`config.mk`:
```
export PLATFORM = sky130hd
export DESIGN_NAME = bot_update_hs_v2_flat
export DESIGN_NICKNAME = d
export VERILOG_FILES = /design/src/rtl/bot_hs_pkg.sv /design/src/rtl/bot_update_hs_v2_if.sv /design/src/rtl/bot_hs_chan.sv /design/src/rtl/bot_update_hs_v2.sv /design/src/flat_wrapper.sv
export SDC_FILE = /design/constraint.sdc
export NUM_CORES = 1
export LEC_CHECK = 0
export ABC_CLOCK_PERIOD_IN_PS = 1500
export CORE_MARGIN = 4
export CORE_UTILIZATION = 36
export DETAILED_ROUTE_END_ITERATION = 7
export PLACE_DENSITY = 0.84
export REMOVE_ABC_BUFFERS = 1
export SETUP_SLACK_MARGIN = 0.2
export SLEW_MARGIN = 25
export SYNTH_ARGS = -nofsm -noshare
export SYNTH_HDL_FRONTEND = slang
export SYNTH_SLANG_ARGS = --single-unit
```
`constraint.sdc`:
```
create_clock -name clk -period 1.5 [get_ports clk]
set_input_delay 0.375 -clock clk [delete_from_list [all_inputs] [get_ports clk]]
set_output_delay 0.375 -clock clk [all_outputs]
set_load 0.05 [all_outputs]
```
`src/rtl/bot_hs_pkg.sv`:
```
// Shared constants and the round-robin search used by the bot update/ack handshake block.
package bot_hs_pkg;

    localparam int SNAP_HOLD      = 0;
    localparam int SNAP_OVERWRITE = 1;

    // Field offsets inside one bot-info word; every field is FIELD_W bits wide.
    localparam int FIELD_W = 8;
    localparam int LOCX    = 24;
    localparam int LOCY    = 16;
    localparam int SENS    = 8;
    localparam int INFO    = 0;

    // First set bit of req[n-1:0], searching upward from ptr and wrapping at n-1.
    function automatic logic [2:0] rr_first(input logic [7:0] req,
                                            input logic [2:0] ptr,
                                            input int         n);
        logic [2:0] sel;
        logic       found;
        int         idx;
        sel   = '0;
        found = 1'b0;
        for (int i = 0; i < 8; i++) begin
            if (i < n) begin
                idx = int'(ptr) + i;
                if (idx >= n) idx = idx - n;
                if (!found && req[idx[2:0]]) begin
                    found = 1'b1;
                    sel   = idx[2:0];
                end
            end
        end
        return sel;
    endfunction

endpackage

```
`src/rtl/bot_update_hs_v2_if.sv`:
```
// Bundle of rojobot-side inputs and CPU-side outputs of the update/ack handshake block.
interface bot_update_hs_v2_if #(
    parameter int N_CH  = 2,
    parameter int DW    = 32,
    parameter int OVR_W = 8
);
    localparam int IDW = (N_CH > 1) ? $clog2(N_CH) : 1;

    logic [N_CH-1:0]       upd_sysregs;
    logic [N_CH*DW-1:0]    bot_info_in;
    logic [N_CH-1:0]       int_ack;
    logic [N_CH-1:0]       irq_en;
    logic                  ovr_clr;
    logic [N_CH-1:0]       upd_pending;
    logic [N_CH*DW-1:0]    bot_info_snap;
    logic [N_CH*OVR_W-1:0] ovr_cnt;
    logic                  irq;
    logic                  grant_valid;
    logic [IDW-1:0]        grant_id;

    modport master (
        output upd_sysregs, bot_info_in, int_ack, irq_en, ovr_clr,
        input  upd_pending, bot_info_snap, ovr_cnt, irq, grant_valid, grant_id
    );

    modport slave (
        input  upd_sysregs, bot_info_in, int_ack, irq_en, ovr_clr,
        output upd_pending, bot_info_snap, ovr_cnt, irq, grant_valid, grant_id
    );

endinterface

```
`src/rtl/bot_hs_chan.sv`:
```
// One bot channel: update-strobe edge detect, sticky pending flag, info snapshot and
// saturating overrun counter.
module bot_hs_chan
    import bot_hs_pkg::*;
#(
    parameter int DW        = 32,
    parameter int OVR_W     = 8,
    parameter int SNAP_MODE = SNAP_HOLD
) (
    input  logic             clk,
    input  logic             reset,
    input  logic             upd_i,
    input  logic [DW-1:0]    info_i,
    input  logic             ack_i,
    input  logic             ovr_clr_i,
    output logic             pending_o,
    output logic [DW-1:0]    snap_o,
    output logic [OVR_W-1:0] ovr_o
);

    logic             upd_q;
    logic             pending_q, pending_d;
    logic [DW-1:0]    snap_q, snap_d;
    logic [OVR_W-1:0] ovr_q, ovr_d;
    logic             rise;

    assign rise = upd_i & ~upd_q;

    always_comb begin
        // NOTE: every variable gets its hold value first so no path can infer a latch.
        pending_d = pending_q;
        snap_d    = snap_q;
        ovr_d     = ovr_q;
        if (rise) begin
            pending_d = 1'b1;
            if (!pending_q || ack_i || SNAP_MODE == SNAP_OVERWRITE) begin
                snap_d = info_i;
            end
            if (pending_q && !ack_i && ovr_q != '1) begin
                ovr_d = ovr_q + OVR_W'(1);
            end
        end else if (ack_i) begin
            pending_d = 1'b0;
        end
        if (ovr_clr_i) begin
            ovr_d = '0;
        end
    end

    // The strobe history tracks the input even in reset, so a strobe already high
    // when reset releases is seen as a level, not as a fresh edge.
    always_ff @(posedge clk) begin
        upd_q <= upd_i;
    end

    // NOTE: state uses non-blocking assignment; the snapshot register is cleared
    // like any other flop because software may read it straight after reset.
    always_ff @(posedge clk) begin
        if (reset) begin
            pending_q <= 1'b0;
            snap_q    <= '0;
            ovr_q     <= '0;
        end else begin
            pending_q <= pending_d;
            snap_q    <= snap_d;
            ovr_q     <= ovr_d;
        end
    end

    assign pending_o = pending_q;
    assign snap_o    = snap_q;
    assign ovr_o     = ovr_q;

endmodule

```
`src/rtl/bot_update_hs_v2.sv`:
```
// N_CH-channel rojobot update/ack handshake with a round-robin arbiter that hands the
// MIPSfpga I/O block one granted channel and a masked interrupt.
module bot_update_hs_v2
    import bot_hs_pkg::*;
#(
    parameter int N_CH      = 2,
    parameter int DW        = 32,
    parameter int OVR_W     = 8,
    parameter int SNAP_MODE = SNAP_HOLD
) (
    input  logic              clk,
    input  logic              reset,
    bot_update_hs_v2_if.slave bus
);

    localparam int IDW = (N_CH > 1) ? $clog2(N_CH) : 1;

    logic [N_CH-1:0]       pending;
    logic [N_CH-1:0]       req;
    logic [N_CH*DW-1:0]    snap;
    logic [N_CH*OVR_W-1:0] ovr;
    logic [IDW-1:0]        rr_ptr_q, rr_ptr_d;
    logic [IDW-1:0]        grant_id;
    logic                  grant_valid;

    for (genvar k = 0; k < N_CH; k++) begin : g_chan
        bot_hs_chan #(
            .DW        (DW),
            .OVR_W     (OVR_W),
            .SNAP_MODE (SNAP_MODE)
        ) u_chan (
            .clk       (clk),
            .reset     (reset),
            .upd_i     (bus.upd_sysregs[k]),
            .info_i    (bus.bot_info_in[k*DW +: DW]),
            .ack_i     (bus.int_ack[k]),
            .ovr_clr_i (bus.ovr_clr),
            .pending_o (pending[k]),
            .snap_o    (snap[k*DW +: DW]),
            .ovr_o     (ovr[k*OVR_W +: OVR_W])
        );
    end

    // The pointer only moves past a channel once that granted channel is acknowledged.
    always_comb begin
        req         = pending & bus.irq_en;
        grant_valid = |req;
        grant_id    = IDW'(rr_first(8'(req), 3'(rr_ptr_q), N_CH));
        rr_ptr_d    = rr_ptr_q;
        if (grant_valid && bus.int_ack[grant_id]) begin
            rr_ptr_d = (grant_id == IDW'(N_CH - 1)) ? '0 : grant_id + IDW'(1);
        end
    end

    always_ff @(posedge clk) begin
        if (reset) begin
            rr_ptr_q <= '0;
        end else begin
            rr_ptr_q <= rr_ptr_d;
        end
    end

    assign bus.upd_pending   = pending;
    assign bus.bot_info_snap = snap;
    assign bus.ovr_cnt       = ovr;
    assign bus.irq           = grant_valid;
    assign bus.grant_valid   = grant_valid;
    assign bus.grant_id      = grant_id;

endmodule

```
`src/flat_wrapper.sv`:
```
// flat-port wrapper written by rule: the top's interface ports become plain ports
module bot_update_hs_v2_flat import bot_hs_pkg::*;
#(
    parameter int N_CH      = 2,
    parameter int DW        = 32,
    parameter int OVR_W     = 8,
    parameter int SNAP_MODE = SNAP_HOLD
)
  (clk, reset, bus_upd_sysregs, bus_bot_info_in, bus_int_ack, bus_irq_en, bus_ovr_clr, bus_upd_pending, bus_bot_info_snap, bus_ovr_cnt, bus_irq, bus_grant_valid, bus_grant_id);
  bot_update_hs_v2_if #(.N_CH(N_CH), .DW(DW), .OVR_W(OVR_W)) bus_i ();
  input  logic clk;
  input  logic reset;
  input wire logic [$bits(bus_i.upd_sysregs)-1:0] bus_upd_sysregs;
  input wire logic [$bits(bus_i.bot_info_in)-1:0] bus_bot_info_in;
  input wire logic [$bits(bus_i.int_ack)-1:0] bus_int_ack;
  input wire logic [$bits(bus_i.irq_en)-1:0] bus_irq_en;
  input wire logic [$bits(bus_i.ovr_clr)-1:0] bus_ovr_clr;
  output wire logic [$bits(bus_i.upd_pending)-1:0] bus_upd_pending;
  output wire logic [$bits(bus_i.bot_info_snap)-1:0] bus_bot_info_snap;
  output wire logic [$bits(bus_i.ovr_cnt)-1:0] bus_ovr_cnt;
  output wire logic [$bits(bus_i.irq)-1:0] bus_irq;
  output wire logic [$bits(bus_i.grant_valid)-1:0] bus_grant_valid;
  output wire logic [$bits(bus_i.grant_id)-1:0] bus_grant_id;
  assign bus_i.upd_sysregs = bus_upd_sysregs;
  assign bus_i.bot_info_in = bus_bot_info_in;
  assign bus_i.int_ack = bus_int_ack;
  assign bus_i.irq_en = bus_irq_en;
  assign bus_i.ovr_clr = bus_ovr_clr;
  assign bus_upd_pending = bus_i.upd_pending;
  assign bus_bot_info_snap = bus_i.bot_info_snap;
  assign bus_ovr_cnt = bus_i.ovr_cnt;
  assign bus_irq = bus_i.irq;
  assign bus_grant_valid = bus_i.grant_valid;
  assign bus_grant_id = bus_i.grant_id;
  bot_update_hs_v2 #(.N_CH(N_CH), .DW(DW), .OVR_W(OVR_W), .SNAP_MODE(SNAP_MODE)) u_core (.clk(clk), .reset(reset), .bus(bus_i));
endmodule
```
=== Word-level counts from Yosys, hierarchy flattened ===
Index checks and enable logic that the tools add are counted.

* Register bits: 85
* Bits in latches: 0
* Bits in writable memories: 0
* Memory bits (read-only): 0
* Input bits: 73
* Output and inout bits: 85
* Logic and storage cells: 64
* Memories: 0

* Add/subtract/negate cells: 6
* Multipliers: 0
* Div/mod/pow operators: 0
* Order comparisons: 5
* Eq/ne operators: 2
* Shifts and indexed selects: 0
* Muxes and demuxes: 16
* Bitwise operators: 5
* Reductions and logical operators: 21

{| class="wikitable"
|+ Operator list
! cell !! count
|-
| $ge 32x3->1 const B || 1
|-
| $add 8x1->8 const B || 2
|-
| $ne 8x8->1 const B || 2
|-
| $mux 1 || 12
|-
| $lt 3x4->1 const B || 2
|-
| $reduce_and 2->1 || 4
|-
| $bmux 1 s3 || 2
|-
| $logic_and 1x1->1 || 6
|-
| $mux 3 || 2
|-
| $logic_not 1->1 || 5
|-
| $reduce_bool 2->1 || 2
|-
| $reduce_or 2->1 || 2
|-
| $sub 1x2->3 const B || 1
|-
| $sub 3x3->3 const B || 1
|-
| $add 1x1->2 const B || 1
|-
| $and 1x1->1 || 2
|-
| $and 2x2->2 || 1
|-
| $ge 1x2->1 const B || 1
|-
| $logic_or 1x1->1 || 2
|-
| $lt 1x2->1 const B || 1
|-
| $not 1->1 || 2
|-
| $add 1x1->1 const B || 1
|}

=== Longest topological paths before layout ===
Gate-level depths: netlist (run 1).

* Depth after elaboration: 11
* Depth in mapped cells: 6

=== Modules after synthesis ===
From an unflattened synthesis (run 1), not the netlist that was laid out.

* Cells, all modules: 394
* Area, all modules: 3200.6 um^2

{| class="wikitable"
|+ Modules (own cells, without submodules)
! module !! times used !! cells each !! area each (um^2) !! sequential area each (um^2)
|-
| bot_hs_chan || 2 || 192 || 1564.0 || 840.8
|-
| bot_update_hs_v2 || 1 || 10 || 72.6 || 20.0
|}

=== Least setup slack after synthesis (run 1) ===
OpenSTA, ideal clock, no wires.

* Kind: register -> register
* From: register u_core.g_chan[1].u_chan.ovr_q[0]
* To: register u_core.g_chan[1].u_chan.ovr_q[1]
* Arrival time: 1595 ps
* Slack: -223 ps
* Cell stages (with the launch flop): 6
* Path buffers: 0
* Clock period less this slack: 1723 ps
* Cells stage by stage: dfxtp_1 ha_1 nand3_1 o21ai_2 mux2i_1 nor2_1

* Longest elaborated chain between the ends: 3
* Elaborated cells between the ends (all ways): 4

{| class="wikitable"
|+ Ends and longest elaborated chain
! item !! RTL line !! RTL
|-
| start: declaration || bot_hs_chan.sv:24 || <nowiki>logic [OVR_W-1:0] ovr_q, ovr_d;</nowiki>
|-
| start signal: assignment || bot_hs_chan.sv:66 || <nowiki>ovr_q <= ovr_d;</nowiki>
|-
| branches (longest 3 deep; another with $add 8x1->8) || - ||
|}

Several ways; the timed one is not identified.
A chain may end at the register's enable or synchronous reset.

=== Final worst setup path (run 1) ===
* From: register u_core.g_chan[0].u_chan.pending_q
* To: output bus_grant_id

* Longest elaborated chain between the ends: 7
* Elaborated cells between the ends (all ways): 10

{| class="wikitable"
|+ Ends and longest elaborated chain
! item !! RTL line !! RTL
|-
| start: declaration || bot_hs_chan.sv:22 || <nowiki>logic pending_q, pending_d;</nowiki>
|-
| start signal: assignment || bot_hs_chan.sv:64 || <nowiki>pending_q <= pending_d;</nowiki>
|-
| $and 2x2->2 (*) || bot_update_hs_v2.sv:46 || <nowiki>req = pending & bus.irq_en;</nowiki>
|-
| $bmux 1 s3 || bot_hs_pkg.sv:27 || <nowiki>if (!found && req[idx[2:0]]) begin</nowiki>
|-
| $mux 1 (not written as such) || bot_hs_pkg.sv:27 ||
|-
| $mux 1 || bot_hs_pkg.sv:27 ||
|-
| $logic_not 1->1 || bot_hs_pkg.sv:27 ||
|-
| $logic_and 1x1->1 || bot_hs_pkg.sv:27 ||
|-
| $mux 1 (*) || bot_hs_pkg.sv:27 ||
|-
| end: declaration || flat_wrapper.sv:23 || <nowiki>output wire logic [$bits(bus_i.grant_id)-1:0] bus_grant_id;</nowiki>
|}

Every way passes the cells marked *; elsewhere a longest branch is shown, timed or not. The select of a mux whose other input is x is not followed.

==> reports/results.tsv, run 1 <==
metric	value	unit
H-Tree Depth	3	
min Tclk post-route	1.613	ns
largest net degree at the start of global routing	69	
area of the mapped netlist	3168	um^2
Post-synth EDFFs	0	
critical path peak fanout	2	
P&R area growth vs syn	150.4	%
worst min-delay path category	in2reg	
Global Route Usage Sum	27.06	%
Syn. warnings	0	
final worst slack	-0.1135	ns
FFs w/ async S/R, synth	0	%
static leakage	3.307	nW
clock root cell	clkbuf_8	
boundary pin count	158	
Worst EP required	1.12	ns
Die ar.	10370	um^2
Most used DFF post-synth	dfxtp_1	
DP HPWL	7722	um
GRT Residual Overflow	0	
post-route ant nets	0	
core area	8382	um^2
outcome	finished, violations left	
crit path buf inv count	2	
vias in the first global route	4052	
final hold viol count	0	
Cells after Synth	389	
hold_ws	0.3819	ns
max-cap violation count	0	
CTS tree	yes	
crit share post-route	107.6	%
global-route wire length before repair	21650	um
# rows	33	
total power after layout	5.907	mW
Clock power frac	31.7	%
Initial Util	37.80	%
final wirelength	18650	um
routed vias	4094	
share of power burned in registers	41.4	%
layout cell share with drive strength beyond 1	64.52	%
gpl congestion	0.9055	
hold_buf cts	0	
CP Capture Type	primary output	
crit start category	flop	
Die Ht	101.8	um
Critical-path top delay cell	dfxtp_2	
Clock Tree Buf Depth	2	
Clock Skews	0.01508	ns
CP most frequent cell	nor2_4	
DRC	0	
dpl ws	-0.3690	ns
Synth cell types	32	
Final Max Slew Viols	0	
TNS Setup	-0.2749	ns
Cell Pwr Density	744.6	nW/um^2
switching power total	1.853	mW
CP max stage delay	0.37	ns
Slew HR	67.39	%
#FFs+latches synth	85	
initial antenna violation count	0	
Synth area leader	dfxtp_1	
worst skew pair latency	0.36	ns
cts bufs inserted	9	
Mean Syn Cell Area	8.144	um^2
Max Freq	619.8	MHz
Worst VDD drop	586.8	uV
Clock Pin Slew Worst Setup and Hold Paths	0.09	ns
P_int	4.054	mW
DRT iter0 DRCs	168	
Pre-antenna DRT Iters	5	
failing checks	negative setup slack	
Synth top area share	53.71	%
Crit Path Class	reg2out	
final setup violation count	8	
DIE WIDTH	101.8	um
WL/cell	25.73	um
CTS sink cnt	85	
Switching Fraction	31.37	%
Logic pwr share	26.9	%
Final #Nets	690	
Seq/Total Area, Yosys	53.71	%
Port-buffer cells	157	
dominant cells by area after synthesis	dfxtp_1, nand2_1, a21oi_1, xor2_1, clkbuf_1	
Crit path arrival time	1.24	ns
via/cell ratio	5.647	
CP Cell Sequence	buf_6 -> nand2_8 -> nor2_4 -> nor2_4 -> buf_12	
Least-Margin Pin Slew	0.4891	ns
RSZ-0062 raised after global routing	yes	
kind of cell adding the most delay to the critical path	flip-flops	
number of diodes	0	
final core utilization	94.64	%
[layout by cell type (no fill, tap or decap), drive strengths merged, types with 2 or more instances in the layout]
cell,count
or4,2
nor2,16
mux2i,2
o21ai,6
nand2,135
nand4,3
and4bb,2
clkinv,4
dlygate4sd2,7
or3,3
and3,3
xor2,9
o211ai,4
bufinv,2
nand3,5
nor2b,2
clkbuf,14
a21oi,69
dfxtp,85
clkdlybuf4s50,64
buf,167
nand2b,6
ha,2
[flip-flops by register name (all words and copies together) (netlist names)]
signal	count
u_core.g_chan.u_chan.snap_o	64
u_core.g_chan.u_chan.pending_o	2
u_core.rr_ptr_q	1
u_core.g_chan.u_chan.upd_q	2
u_core.g_chan.u_chan.ovr_o	16
[cells by family (layout without fill, tap and decap cells)]
| logic type | Yosys count | count (layout) | share of synthesized area [%] |
|---|---|---|---|
| multiplexers | 2 | 2 | 0.6319 |
| XOR/XNOR | 9 | 9 | 2.488 |
| flip-flops | 85 | 85 | 53.71 |
| buffers and inverters | 28 | 259 | 3.989 |
| AO/OA/AOI/OAI | 82 | 82 | 14.14 |
| adder cells (fa/ha/maj) | 2 | 2 | 0.7898 |
| AND/OR/NAND/NOR | 181 | 181 | 24.25 |
[metrics by stage]
stage,instance area [um^2],std cells
2_1_floorplan,3045,362
3_3_place_gp,5917,658
3_5_place_dp,5917,658
4_1_cts,7221,716
5_1_grt,7933,725
6_report,7933,725
[final cells by class]
| cell class | count | area [um^2] |
|---|---|---|
| Clock buffer | 10 | 127.6 |
| Clock inverter | 6 | 87.58 |
| Fill cell | 202 | 449.2 |
| Inverter | 1 | 3.754 |
| Multi-Input combinational cell | 276 | 2375 |
| Sequential cell | 85 | 1754 |
| Tap cell | 105 | 131.4 |
| Timing Repair Buffer | 242 | 3453 |
[Yosys cell counts, drive strengths merged, types with 4 or more instances]
| cell type | instances |
|---|---|
| a21oi | 69 |
| buf | 10 |
| nand3 | 5 |
| clkbuf | 17 |
| nor2 | 16 |
| nand2b | 6 |
| xor2 | 9 |
| o21ai | 6 |
| dfxtp | 85 |
| nand2 | 135 |
| o211ai | 4 |
[power groups by stage]
stage               Clock (mW)  Combinational [mW]  Sequential [mW]
finish                    1.87                1.59             2.45
global route              1.95                1.63             2.45
CTS                       1.78                1.36             2.43
detailed placement           0                1.15             2.49
global placement             0                1.13             2.48
floorplan                    0               0.166             2.73
[worst paths after layout]
kind | start | slack (ns) | to | depth (start not counted)
max reg2reg | u_core.g_chan[0].u_chan.pending_o | -0.07 | u_core.g_chan[0].u_chan.ovr_o[7] | 6
max | u_core.g_chan[0].u_chan.pending_o | -0.11 | bus_grant_id | 5
min reg2reg | u_core.g_chan[1].u_chan.snap_o[4] | 0.49 | u_core.g_chan[1].u_chan.snap_o[4] | 2
min | bus_upd_sysregs[1] | 0.38 | u_core.g_chan[1].u_chan.upd_q | 1
[layer usage]
metal	global-route usage, %	vias up	routed length (um)
li1	-	1733	-
met1	29.47	1989	6488
met2	51.56	274	9573
met3	5.392	98	1307
met4	9.889	0	1283
met5	0	-	0
[timing repair]
action                     4_1_cts  5_1_grt
buffers inserted                37        4
resized for setup              189      157
gates cloned                     5        5
pin swaps                       87       89
setup endpoints to repair      102      109
Power figures use the tool's default switching activity.
==> run 2: changes to the inputs <==
GPL_TIMING_DRIVEN = 1   (was unset)
PLACE_DENSITY = 0.78   (was 0.84)
==> run 2 against run 1 <==
  * The run now ends clean
  * Setup slack improved by 0.12 ns
  * Largest power group unchanged
  * Global-route usage decreased by 4.6 points
  * Cell area decreased by 5.7%
  * Flip-flop and latch count unchanged
  * Combinational power decreased by 7%
  * Clock skew decreased by 0.0024 ns
  * Critical endpoint unchanged
  * Count of clock-buffer cells in the layout unchanged
  * Final cell count decreased by 1.8%
  * Die area unchanged
  * Non-clock buffer count decreased by 13
  * Register-to-register slack improved by 0.08 ns
  * Total power decreased by 4.6%
  * Largest cell class unchanged
==> reports/results.tsv, run 2 (synthesis results as in run 1) <==
metric	value	unit
dpl ws	-0.3972	ns
Max Freq	671.4	MHz
Critical-path top delay cell	dfxtp_2	
H-Tree Depth	3	
hold_ws	0.3224	ns
RSZ-0062 raised after global routing	yes	
GRT Residual Overflow	0	
Worst VDD drop	514.4	uV
crit share post-route	99.30	%
final core utilization	89.27	%
critical path peak fanout	2	
hold_buf cts	0	
Clock Pin Slew Worst Setup and Hold Paths	0.09	ns
WL/cell	21.15	um
Cell Pwr Density	753.5	nW/um^2
min Tclk post-route	1.489	ns
P&R area growth vs syn	136.2	%
Crit path arrival time	1.11	ns
Die ar.	10370	um^2
DRC	0	
gpl congestion	0.8328	
final setup violation count	0	
Final Cell Area	7482	um^2
Clock Tree Buf Depth	2	
DIE WIDTH	101.8	um
worst skew pair latency	0.34	ns
commonest non-fill, non-tap cell in the layout	buf_12	
max reg flops	64	
routed vias	3761	
initial antenna violation count	0	
commonest non-fill, non-tap cells in the layout	buf_12, nand2_1, clkdlybuf4s50_1	
core area	8382	um^2
static leakage	3.104	nW
CP Cell Sequence	buf_6 -> nand2_4 -> nor2_4 -> buf_12	
# rows	33	
Global Route Usage Sum	22.51	%
CP Capture Type	primary output	
max-cap violation count	0	
Pre-antenna DRT Iters	4	
outcome	finished clean	
cts bufs inserted	9	
layout cell share with drive strength beyond 1	57.33	%
worst min-delay path category	in2reg	
global-route wire length before repair	18470	um
Final #Nets	677	
CTS tree	yes	
crit start category	flop	
Slew HR	61.93	%
vias in the first global route	3776	
Critical Path Source	u_core.g_chan[1].u_chan.pending_o	
final worst slack	0.01057	ns
CP max stage delay	0.35	ns
Port-buffer cells	157	
Worst EP required	1.12	ns
worst reg2reg path startpoint	u_core.g_chan[1].u_chan.ovr_o[6]	
via/cell ratio	5.282	
clock root cell	clkbuf_8	
post-route ant nets	0	
DP HPWL	7752	um
hold path start	bus_upd_sysregs[1]	
Final Max Slew Viols	0	
largest net degree at the start of global routing	37	
Crit Path Class	reg2out	
Die Ht	101.8	um
final hold viol count	0	
Least-Margin Pin Slew	0.5711	ns
Post-DP Area	5882	um^2
number of diodes	0	
Clock Skews	0.01267	ns
Initial Util	37.80	%
boundary pin count	158	
CTS sink cnt	85	
final wirelength	15060	um
DRT iter0 DRCs	126	
## run 2: cell count changes in the layout (fill, tap and decap cells not counted), moves of 4 or more
cell / delta
nand2_1: +22
nand2_2: -13
a21oi_1: +11
a21oi_2: -10
nand2_4: -6
buf_12: -5
buf_6: -4
dfxtp_1: -4
xor2_1: +4
xor2_2: -4
## run 2: worst paths after layout
kind | slack (ns) | depth (start not counted) | end
worst max-delay path | 0.01 | 4 | bus_grant_id
worst min-delay path | 0.32 | 1 | u_core.g_chan[1].u_chan.upd_q
worst max register to register | 0.01 | 5 | u_core.g_chan[1].u_chan.ovr_o[3]
worst min register to register | 0.49 | 2 | u_core.g_chan[0].u_chan.snap_o[0]
## run 2: area by class of cell
| cell class | count | area [um^2] |
|---|---|---|
| clock buffers | 10 | 137.6 |
| fillers | 320 | 899.6 |
| clock inverters | 6 | 68.82 |
| flip-flops and latches | 85 | 1764 |
| repair buffers | 229 | 3258 |
| multi-input cells | 276 | 2118 |
| well taps | 105 | 131.4 |
| inverters | 1 | 3.754 |
## run 2: report_power, final
part / total (mW) / switching (mW) / leakage (nW) / internal [mW]
combinational: 1.48 / 0.752 / 2.29 / 0.724
sequential: 2.44 / 0.0988 / 0.713 / 2.34
clock: 1.72 / 0.891 / 0.104 / 0.833
## run 2: repair_timing
action                     4_1_cts  5_1_grt
setup endpoints to repair      100      118
gates cloned                     4        4
pin swaps                       17      111
resized for setup               79      204
setup buffers                   21       12
## run 2: critical path: cells and delay by family, from the launching register on
| family | cells | cell delay [ns] |
|---|---|---|
| buffers and inverters | 2 | 0.25 |
| AND/OR/NAND/NOR | 2 | 0.17 |
| flip-flops | 1 | 0.35 |
## run 2: metal layers
| metal | up-vias | wire length [um] | GRT usage (%) | share of wire [%] |
|---|---|---|---|---|
| met5 | - | 0 | 0 | 0 |
| met4 | 0 | 524 | 8.981 | 3.5 |
| met3 | 44 | 981 | 5.529 | 6.5 |
| met2 | 154 | 8162 | 42.61 | 54 |
| met1 | 1850 | 5394 | 23.78 | 36 |
| li1 | 1713 | - | - | - |
## run 2: stage by stage
| stage | total power, mW | TNS (ns) | cells |
|---|---|---|---|
| floorplan | 2.898 | -40.25 | 362 |
| global placement | 3.602 | -15.87 | 655 |
| detailed placement | 3.628 | -19.87 | 655 |
| CTS | 5.376 | 0 | 696 |
| global route | 5.815 | -0.2277 | 712 |
| finish | 5.638 | 0 | 712 |
